`src/rtl/mem_stage_pkg.sv`:
```
// Shared definitions for the MEM-stage controller: FSM state encoding and
// the values loaded into the MEM/WB register when a bubble is inserted.
package mem_stage_pkg;

  typedef enum logic {
    ST_IDLE,
    ST_WAIT
  } state_t;

  localparam logic BUBBLE_REG_WRITE = 1'b0;
  localparam logic BUBBLE_MEM2REG   = 1'b0;

  // Word accesses must have the two low address bits clear.
  function automatic logic word_misaligned(input logic [1:0] addr_lsb);
    return addr_lsb != 2'b00;
  endfunction

endpackage

```
`src/rtl/mem_wb_pipe_reg.sv`:
```
// MEM/WB pipeline register. Bubble has priority over load; with neither
// asserted the register holds its contents.
module mem_wb_pipe_reg
  import mem_stage_pkg::*;
#(
  parameter int data_width = 32,
  parameter int op_width   = 5
) (
  input  logic                  clk,
  input  logic                  reset,
  input  logic                  load,
  input  logic                  bubble,
  input  logic                  reg_write_m,
  input  logic                  mem2reg_m,
  input  logic [data_width-1:0] alu_result_m,
  input  logic [data_width-1:0] read_data_m,
  input  logic [op_width-1:0]   write_reg_m,
  output logic                  reg_write_w,
  output logic                  mem2reg_w,
  output logic [data_width-1:0] alu_result_w,
  output logic [data_width-1:0] read_data_w,
  output logic [op_width-1:0]   write_reg_w
);

  // Capture retiring instruction, insert bubble, or hold.
  always_ff @(posedge clk or negedge reset) begin
    if (!reset) begin
      reg_write_w  <= 1'b0;
      mem2reg_w    <= 1'b0;
      alu_result_w <= '0;
      read_data_w  <= '0;
      write_reg_w  <= '0;
    end else if (bubble) begin
      reg_write_w  <= BUBBLE_REG_WRITE;
      mem2reg_w    <= BUBBLE_MEM2REG;
      alu_result_w <= '0;
      read_data_w  <= '0;
      write_reg_w  <= '0;
    end else if (load) begin
      reg_write_w  <= reg_write_m;
      mem2reg_w    <= mem2reg_m;
      alu_result_w <= alu_result_m;
      read_data_w  <= read_data_m;
      write_reg_w  <= write_reg_m;
    end
  end

endmodule

```
`src/rtl/mem_stage_ctrl.sv`:
```
// Memory-stage controller: drives the data-memory req/ready port from the
// EX/MEM register, stalls upstream during wait states, flags misaligned
// accesses and wait timeouts, and feeds the MEM/WB register.
module mem_stage_ctrl
  import mem_stage_pkg::*;
#(
  parameter int data_width = 32,
  parameter int op_width   = 5,
  parameter int timeout    = 16
) (
  input  logic                  clk,
  input  logic                  reset,
  input  logic                  reg_write_m,
  input  logic                  mem2reg_m,
  input  logic                  mem_write_m,
  input  logic [data_width-1:0] alu_result_m,
  input  logic [data_width-1:0] write_data_m,
  input  logic [op_width-1:0]   write_reg_m,
  input  logic                  dmem_ready,
  input  logic [data_width-1:0] dmem_rdata,
  output logic                  dmem_req,
  output logic                  dmem_we,
  output logic [data_width-1:0] dmem_addr,
  output logic [data_width-1:0] dmem_wdata,
  output logic                  stall_m,
  output logic                  align_err,
  output logic                  bus_err,
  output logic                  reg_write_w,
  output logic                  mem2reg_w,
  output logic [data_width-1:0] alu_result_w,
  output logic [data_width-1:0] read_data_w,
  output logic [op_width-1:0]   write_reg_w
);

  localparam int cnt_width = $clog2(timeout);
  localparam logic [cnt_width-1:0] last_cnt = cnt_width'(timeout - 1);

  state_t               state;
  logic [cnt_width-1:0] wait_cnt;

  logic                  mem_op;
  logic                  misaligned;
  logic                  abort;
  logic                  abort_taken;
  logic                  retire_reg_write;
  logic                  retire_mem2reg;
  logic [data_width-1:0] retire_read_data;

  // Request, stall and abort decode from EX/MEM contents and FSM state.
  always_comb begin
    mem_op      = mem2reg_m | mem_write_m;
    misaligned  = mem_op & word_misaligned(alu_result_m[1:0]);
    dmem_req    = mem_op & ~misaligned & ((state == ST_IDLE) | (state == ST_WAIT));
    dmem_we     = dmem_req & mem_write_m;
    dmem_addr   = alu_result_m;
    dmem_wdata  = write_data_m;
    abort       = (state == ST_WAIT) & (wait_cnt == last_cnt);
    abort_taken = abort & ~dmem_ready;
    stall_m     = dmem_req & ~dmem_ready & ~abort;
  end

  // Retire values: faulted accesses retire with write-back suppressed,
  // and load data is kept only when the memory actually completed it.
  always_comb begin
    retire_reg_write = reg_write_m & ~misaligned & ~abort_taken;
    retire_mem2reg   = mem2reg_m & ~misaligned;
    retire_read_data = '0;
    if (mem2reg_m & dmem_req & dmem_ready) begin
      retire_read_data = dmem_rdata;
    end
  end

  // IDLE/WAIT sequencing, wait counter and registered error pulses.
  always_ff @(posedge clk or negedge reset) begin
    if (!reset) begin
      state     <= ST_IDLE;
      wait_cnt  <= '0;
      align_err <= 1'b0;
      bus_err   <= 1'b0;
    end else begin
      align_err <= (state == ST_IDLE) & misaligned;
      bus_err   <= abort_taken;
      case (state)
        ST_IDLE: begin
          if (dmem_req & ~dmem_ready) begin
            state    <= ST_WAIT;
            wait_cnt <= '0;
          end
        end
        ST_WAIT: begin
          // Ready wins over a coincident abort; a vanished request also exits.
          if (!dmem_req || dmem_ready || abort) begin
            state    <= ST_IDLE;
            wait_cnt <= '0;
          end else begin
            wait_cnt <= wait_cnt + cnt_width'(1);
          end
        end
        default: begin
          state    <= ST_IDLE;
          wait_cnt <= '0;
        end
      endcase
    end
  end

  mem_wb_pipe_reg #(
    .data_width(data_width),
    .op_width  (op_width)
  ) u_mem_wb (
    .clk         (clk),
    .reset       (reset),
    .load        (~stall_m),
    .bubble      (stall_m),
    .reg_write_m (retire_reg_write),
    .mem2reg_m   (retire_mem2reg),
    .alu_result_m(alu_result_m),
    .read_data_m (retire_read_data),
    .write_reg_m (write_reg_m),
    .reg_write_w (reg_write_w),
    .mem2reg_w   (mem2reg_w),
    .alu_result_w(alu_result_w),
    .read_data_w (read_data_w),
    .write_reg_w (write_reg_w)
  );

endmodule

```
`config.mk`:
```
export PLATFORM = sky130hd
export DESIGN_NAME = mem_stage_ctrl
export DESIGN_NICKNAME = d
export VERILOG_FILES = /design/src/rtl/mem_stage_pkg.sv /design/src/rtl/mem_wb_pipe_reg.sv /design/src/rtl/mem_stage_ctrl.sv
export SDC_FILE = /design/constraint.sdc
export NUM_CORES = 1
export LEC_CHECK = 0
export CORE_MARGIN = 2
export CORE_UTILIZATION = 38
export DETAILED_ROUTE_END_ITERATION = 7
export PLACE_DENSITY = 0.8
export SYNTH_ARGS = -nofsm -noshare
export SYNTH_HDL_FRONTEND = slang
export SYNTH_HIERARCHICAL = 1
export SYNTH_SLANG_ARGS = --single-unit
```
`constraint.sdc`:
```
create_clock -name clk -period 2.24 [get_ports clk]
set_clock_uncertainty 0.2 [all_clocks]
set_input_delay 0.448 -clock clk [delete_from_list [all_inputs] [get_ports clk]]
set_output_delay 0.448 -clock clk [all_outputs]
set_load 0.02 [all_outputs]
```
==> impl_metrics.ini, run 1 <==
[status]
outcome = finished clean

[synth]
synth-compound-area-share_pct = 1.25
syn_nets = 478
synth_area_per_cell_um2 = 11.1
syn_inst = 370
synth_ff_type = dfrtp_1
synth.top_cell.area_share_pct = 47.5
synth.area.top_cells = dfrtp_1 48%, mux2i_1 18%, buf_4 12%
yosysTopAreaCell = dfrtp_1
muxShareOfSynthArea_pct = 17.5
async_reset_ff_share_pct = 100
syn_area_mm2 = 0.00411
synth-simple-area-share_pct = 16.9
synth_warnings = 6
synth_xor_area_share_pct = 0.213
ys_types = 29
synth_top_family_by_area = multiplexers
synth_most_common_cell = dfrtp_1
yosysSeqAreaShare_pct = 47.5
synth_common_cells = 78 x dfrtp_1, 73 x nor2_1, 72 x mux2i_1, 64 x buf_4, 20 x and2_4
synth-edff-count = 0
synth-seq-cells = 78
synthAdderAreaFrac_pct = 0.305

[die]
coreArea_mm2 = 0.0104
dieArea_mm2 = 0.0117
start_util_pct = 39.4
fp.dieW_um = 108
fp.dieH_um = 108
pin_count = 247
core.rowCount = 37

[worst_setup_path]
path_delay_family = buffers and inverters
cp-end-kind = primary output
cp_max_fo = 2
critPathSlowestCell = clkdlybuf4s50_1
cp_num_buf_inv = 2
start_kind = input port
cp_common_cell = clkdlybuf4s50_1
slowest_delay_ns = 0.61
path_cells = clkdlybuf4s50_1 -> clkdlybuf4s50_1
worstPathRequired_ns = 1.59
cp_data_arrival_time_ns = 1.56
worstSetupPathType = input port to primary output

[sta]
period_minus_slack_ns = 2.21
slew_viol_final = 0
setup_ws_ns = 0.0350
final-setup-viol-count = 0
finalCritPeriodShare_pct = 98.4
tightest_slew_ns = 0.531
hold_violations = 0
fmax_mhz = 454
fin_setup_tns_ns = 0
slew_headroom_pct = 64.6
rsz0062_at_grt = no

[layout]
syn2layout_area_growth_pct = 42.6
final_area_mm2 = 0.00586
fillers = 909
diodes = 0
drive_gt1_share_pct = 13.0
nNetsFinal = 605
instances_no_fill = 637

[global_route]
grt_start_max_net_pins = 72
globalRouteOverflowTotal = 0
grt_pass1_vias = 3211
antenna_found_initial = 0
grt_first_pass_wirelength_um = 15300
grt.total_usage_pct = 16.7

[power]
switching_share_pct = 23.8
power_density_mw_per_mm2 = 603
switchingPower_mw = 0.840
comb_power_share_pct = 19.4
p_int_mw = 2.69
clock_power_share_pct = 37.6
sequentialPowerShare_pct = 42.9
leakagePower_nw = 3.05
ir_drop_mv = 0.385
p_total_mw = 3.53

[cts]
cts_tree = done
cts_buffer_depth = 2
clock-sinks = 78
clkLatencyLatePin_ns = 0.33
clockRootBuffer = clkbuf_8
cts_made_buffers = 9
path_clk_slew_ns = 0.07
post-cts-setup-buffer-count = 0
htreeDepth = 3

[placement]
placed_cells = 621
place_ws_ns = -0.427
hpwl_um = 7010
gp_congestion = 0.768
portBuffers = 182
placed_area_mm2 = 0.00560

[route]
drt_first_pass_iters = 4
wl_per_cell_um = 14.8
viasPerCell = 4.64
drt-initial-drc-count = 114
postRouteAntennaNets = 0
routed_wl_um = 9410
vias = 2957
route.detailed.drc = 0

[worst_hold_path]
holdCritPathClass = flop to flop

[job]
drv_cap = 0
## what timing repair did
action / 4_1_cts / 5_1_grt
setup endpoints to repair: 7 / 7
resized for setup: 15 / 6
endpoints found under the hold margin: 39 / 0
hold buffers: 1 / 0
## cell usage in the layout (no fill, tap or decap), drive strengths merged
cell / Yosys / layout
a21o: 1 / 1
a31oi: 2 / 2
and2: 37 / 37
and3: 1 / 1
and4bb: 2 / 2
buf: 76 / 20
bufinv: 0 / 4
clkbuf: 8 / 11
clkdlybuf4s50: 0 / 169
dfrtp: 78 / 78
dlygate4sd2: 0 / 7
dlygate4sd3: 0 / 1
dlymetal6s2s: 0 / 3
ha: 1 / 1
mux2i: 72 / 72
nand2: 2 / 2
nand2b: 4 / 4
nand3: 1 / 1
nand4: 1 / 1
nor2: 75 / 75
nor2b: 1 / 1
nor3: 2 / 2
nor4: 1 / 1
o21ai: 1 / 1
o2bb2ai: 3 / 3
xor2: 1 / 1
## power groups by stage
stage	clock network [mW]	logic, mW	registers [mW]
floorplan	0	0.324	1.63
global placement	0	0.690	1.54
detailed placement	0	0.701	1.55
CTS	1.38	0.699	1.52
global route	1.43	0.737	1.53
finish	1.33	0.687	1.52
## area by class of cell
| type | count | area [µm²] | area share, % |
|---|---|---|---|
| clock buffers | 11 | 131 | 2.24 |
| flip-flops and latches | 78 | 1950 | 33.3 |
| multi-input cells | 208 | 1500 | 25.6 |
| clock inverters | 4 | 120 | 2.05 |
| well taps | 136 | 170 | 2.90 |
| repair buffers | 200 | 1990 | 33.9 |
## layer usage
| layer | global-route usage (%) | wire length, µm | up-vias |
|---|---|---|---|
| met2 | 29.3 | 4810 | 140 |
| li1 | - | - | 1392 |
| met5 | 0 | 0 | - |
| met3 | 5.73 | 899 | 19 |
| met1 | 18.8 | 3600 | 1406 |
| met4 | 5.95 | 101 | 0 |
## worst paths after layout
check,from,to,slack [ns],depth (start not counted)
setup / recovery,alu_result_m[15],dmem_addr[15],0.03,2
hold / removal,u_mem_wb/read_data_w[3],u_mem_wb/read_data_w[3],0.32,2
setup reg to reg,wait_cnt[1],u_mem_wb/write_reg_w[2],0.33,7
hold reg to reg,u_mem_wb/read_data_w[3],u_mem_wb/read_data_w[3],0.32,2
max in group asynchronous,reset,u_mem_wb/read_data_w[11],0.82,3
min in group asynchronous,reset,u_mem_wb/write_reg_w[4],0.43,2
## sequential cells by signal, indices dropped and copies added (netlist names)
signal	count
u_mem_wb/alu_result_w	32
u_mem_wb/read_data_w	32
u_mem_wb/write_reg_w	5
wait_cnt	4
align_err	1
bus_err	1
state	1
u_mem_wb/mem2reg_w	1
u_mem_wb/reg_write_w	1
## worst min-delay path, stage by stage, from the launching register on
cell     delay (ns)
dfrtp_1        0.34
mux2i_1        0.06
nor2_1         0.08
## logic make-up after synthesis
kind of cell	after synthesis
multiplexers	72
buffers and inverters	84
adder cells (fa/ha/maj)	1
flip-flops	78
XOR/XNOR	1
AO/OA/AOI/OAI	7
AND/OR/NAND/NOR	127
## metrics by stage
| step | hold WS, ns | util [%] |
|---|---|---|
| 6_report | 0.321 | 56.3 |
| 5_1_grt | 0.348 | 56.3 |
| 3_5_place_dp | 0.258 | 53.8 |
| 2_1_floorplan | -0.0476 | - |
| 3_3_place_gp | 0.262 | 53.8 |
| 4_1_cts | 0.330 | 56.2 |
Power figures use the tool's default switching activity.
==> inputs of run 2 (changes only) <==
--- a/config.mk
+++ b/config.mk
@@ -5,10 +5,13 @@
 export SDC_FILE = /design/constraint.sdc
 export NUM_CORES = 1
 export LEC_CHECK = 0
+export ABC_AREA = 1
 export CORE_MARGIN = 2
 export CORE_UTILIZATION = 38
 export DETAILED_ROUTE_END_ITERATION = 7
-export PLACE_DENSITY = 0.8
+export PLACE_DENSITY = 0.81
+export SETUP_SLACK_MARGIN = 0.4
+export SLEW_MARGIN = 5
 export SYNTH_ARGS = -nofsm -noshare
 export SYNTH_HDL_FRONTEND = slang
 export SYNTH_HIERARCHICAL = 1
==> run 2 against run 1 <==
  * Critical path depth rose by 3
  * Clock power fell by 26%
  * Die area fell by 1.3%
  * Via count rose by 27%
  * Synthesized area fell by 1.4%
  * Sequential cell count did not move
  * Routed wire length rose by 32%
  * Core utilization rose by 2.5 points
  * Sequential share of layout area fell by 1.1 points
  * Global-route usage rose by 5.1 points
  * Clock-buffer cell count did not move
  * Design area rose by 3.6%
  * Critical path type is now flop to primary output
  * Highest routed layer unchanged
==> impl_metrics.ini, run 2 <==
[worst_setup_path]
reg2reg_to = u_mem_wb/read_data_w[20]
regToRegSetupSlack_ns = 0.29
start_kind = flop
worstPathRequired_ns = 1.59
cp-end-kind = primary output
critPathLaunch = wait_cnt[0]
crit_end = stall_m
worstReg2RegStart = wait_cnt[1]
r2r_cells = 12
cp_data_arrival_time_ns = 1.32
cp_max_fo = 2
worstSetupPathType = flop to primary output

[synth]
synth_most_common_cell = nand2_1
synth_common_cells = 159 x nand2_1, 78 x dfrtp_1, 76 x nand3_1, 71 x buf_4, 41 x inv_1
yosysSeqAreaShare_pct = 48.2
synth_ff_type = dfrtp_1
yosysTopAreaCell = dfrtp_1
synth_warnings = 6
syn_nets = 601
syn_inst = 493
async_reset_ff_share_pct = 100
synth.top_cell.area_share_pct = 48.2
syn_area_mm2 = 0.00405
ys_types = 19
synth_area_per_cell_um2 = 8.22
synth-edff-count = 0
synth.area.top_cells = dfrtp_1 48%, nand2_1 15%, buf_4 13%
synth-seq-cells = 78

[power]
p_int_mw = 2.27
switchingPower_mw = 0.936
sequentialPowerShare_pct = 47.5
power_density_mw_per_mm2 = 528
ir_drop_mv = 0.277
clock_power_share_pct = 30.6
leakagePower_nw = 3.46
switching_share_pct = 29.2
comb_power_share_pct = 21.9

[layout]
diodes = 0
largestRegisters = u_mem_wb/alu_result_w (32), u_mem_wb/read_data_w (32), u_mem_wb/write_reg_w (5)
final_common_cell = nand2_1
final_area_mm2 = 0.00607
final_cell_mix = 143 x nand2_1, 77 x dfrtp_1, 77 x dlygate4sd2_1, 75 x nand3_1, 68 x clkdlybuf4s50_1
drive_gt1_share_pct = 20.4
instances_no_fill = 782
syn2layout_area_growth_pct = 49.8
nNetsFinal = 749

[global_route]
globalRouteOverflowTotal = 0
grt_pass1_vias = 3773
grt_first_pass_wirelength_um = 19300
antenna_found_initial = 0
grt_start_max_net_pins = 44
grt.total_usage_pct = 21.8

[route]
drt-initial-drc-count = 147
postRouteAntennaNets = 0
vias = 3747
drt_first_pass_iters = 5
routed_wl_um = 12400
wl_per_cell_um = 15.9
route.detailed.drc = 0
viasPerCell = 4.79

[placement]
place_ws_ns = -0.382
hpwl_um = 7530
placed_area_mm2 = 0.00556
placed_cells = 738
gp_congestion = 0.761
portBuffers = 182

[sta]
final-setup-viol-count = 0
fmax_mhz = 509
rsz0062_at_grt = yes
slew_headroom_pct = 67.2
finalCritPeriodShare_pct = 87.7
period_minus_slack_ns = 1.97
slew_viol_final = 0
tightest_slew_ns = 0.491
hold_violations = 0
setup_ws_ns = 0.274

[die]
fp.dieH_um = 107
dieArea_mm2 = 0.0115
pin_count = 247
start_util_pct = 39.2
core.rowCount = 37
coreArea_mm2 = 0.0103
fp.dieW_um = 107

[cts]
cts_tree = done
cts_made_buffers = 9
clkLatencyLatePin_ns = 0.35
cts_buffer_depth = 2
htreeDepth = 3
clockRootBuffer = clkbuf_8
path_clk_slew_ns = 0.08
clock-sinks = 78

[status]
outcome = finished clean

[worst_hold_path]
holdCritPathClass = input port to flop

[job]
drv_cap = 0
[run 2: changes by cell type in the layout (fill, tap and decap cells not counted), sizes merged, moves of 4 or more]
| cell | delta |
|---|---|
| buf | +52 |
| bufinv | -4 |
| and2 | -37 |
| nand3 | +75 |
| inv | +43 |
| nor2 | -33 |
| dlygate4sd2 | +70 |
| nand2b | -4 |
| mux2i | -72 |
| clkdlybuf4s50 | -101 |
| nand2 | +158 |
[run 2: critical path, stage by stage (launching register included)]
cell and delay (ns):
dfrtp_1 0.40, ha_2 0.21, nand2_2 0.10, nor2_4 0.05
nor2_4 0.10, buf_6 0.12
[run 2: stage by stage]
step,hold WS [ns],utilization (%),TNS (ns),power (mW)
2_1_floorplan,-0.0476,-,0,1.96
3_3_place_gp,0.232,53.9,-10.50,2.23
3_5_place_dp,0.243,53.9,-13.15,2.25
4_1_cts,0.271,57.8,0,3.21
5_1_grt,0.183,58.8,0,3.36
6_report,0.197,58.8,0,3.21
[run 2: worst min-delay path by stage]
stage	slack, ns	cells after the start	from	to
3_5_place_dp	0.24	1	reset	state
3_3_place_gp	0.23	1	reset	align_err
4_1_cts	0.27	2	u_mem_wb/alu_result_w[26]	u_mem_wb/alu_result_w[26]
2_1_floorplan	-0.05	0	reset	align_err
6_report	0.20	3	alu_result_m[1]	u_mem_wb/alu_result_w[1]
5_1_grt	0.18	3	alu_result_m[1]	u_mem_wb/alu_result_w[1]
[run 2: cell families after synthesis]
logic type	share of synthesized area, %
xor gates and xnor gates	0.216
DFF	48.2
buffers and inverters	21.3
adders and majority gates	0.309
AOI/OAI and AO/OA	0.123
and+or+nand+nor	29.8
[run 2: power by group through the flow]
stage | clock network, mW | logic [mW] | registers, mW
6_report | 0.981 | 0.703 | 1.52
5_1_grt | 1.07 | 0.754 | 1.53
4_1_cts | 0.997 | 0.698 | 1.52
3_5_place_dp | 0 | 0.704 | 1.55
3_3_place_gp | 0 | 0.691 | 1.54
2_1_floorplan | 0 | 0.327 | 1.63
[run 2: cell type report]
cell class	count	area [µm²]
fill	940	4260
timing repair buffer	226	2250
sequential	78	1950
multi-input combinational	283	1330
inverter	43	176
tap	136	170
clock buffer	11	151
clock inverter	5	33.8
[run 2: what timing repair did]
| item | 4_1_cts | 5_1_grt |
|---|---|---|
| hold buffers | 1 | 0 |
| gates resized for setup | 221 | 40 |
| pin swaps | 8 | 4 |
| setup endpoints to repair | 179 | 85 |
| gates cloned | 9 | 1 |
| hold endpoints to repair | 35 | 0 |
| buffers inserted | 10 | 7 |
[run 2: per-layer routing]
metal / routed length, µm / GRT usage, % / part of all wire (%)
met1: 4890 / 25.7 / 39
met2: 6430 / 38.6 / 52
met3: 833 / 4.96 / 6.7
met4: 282 / 8.07 / 2.3
met5: 0 / 0 / 0
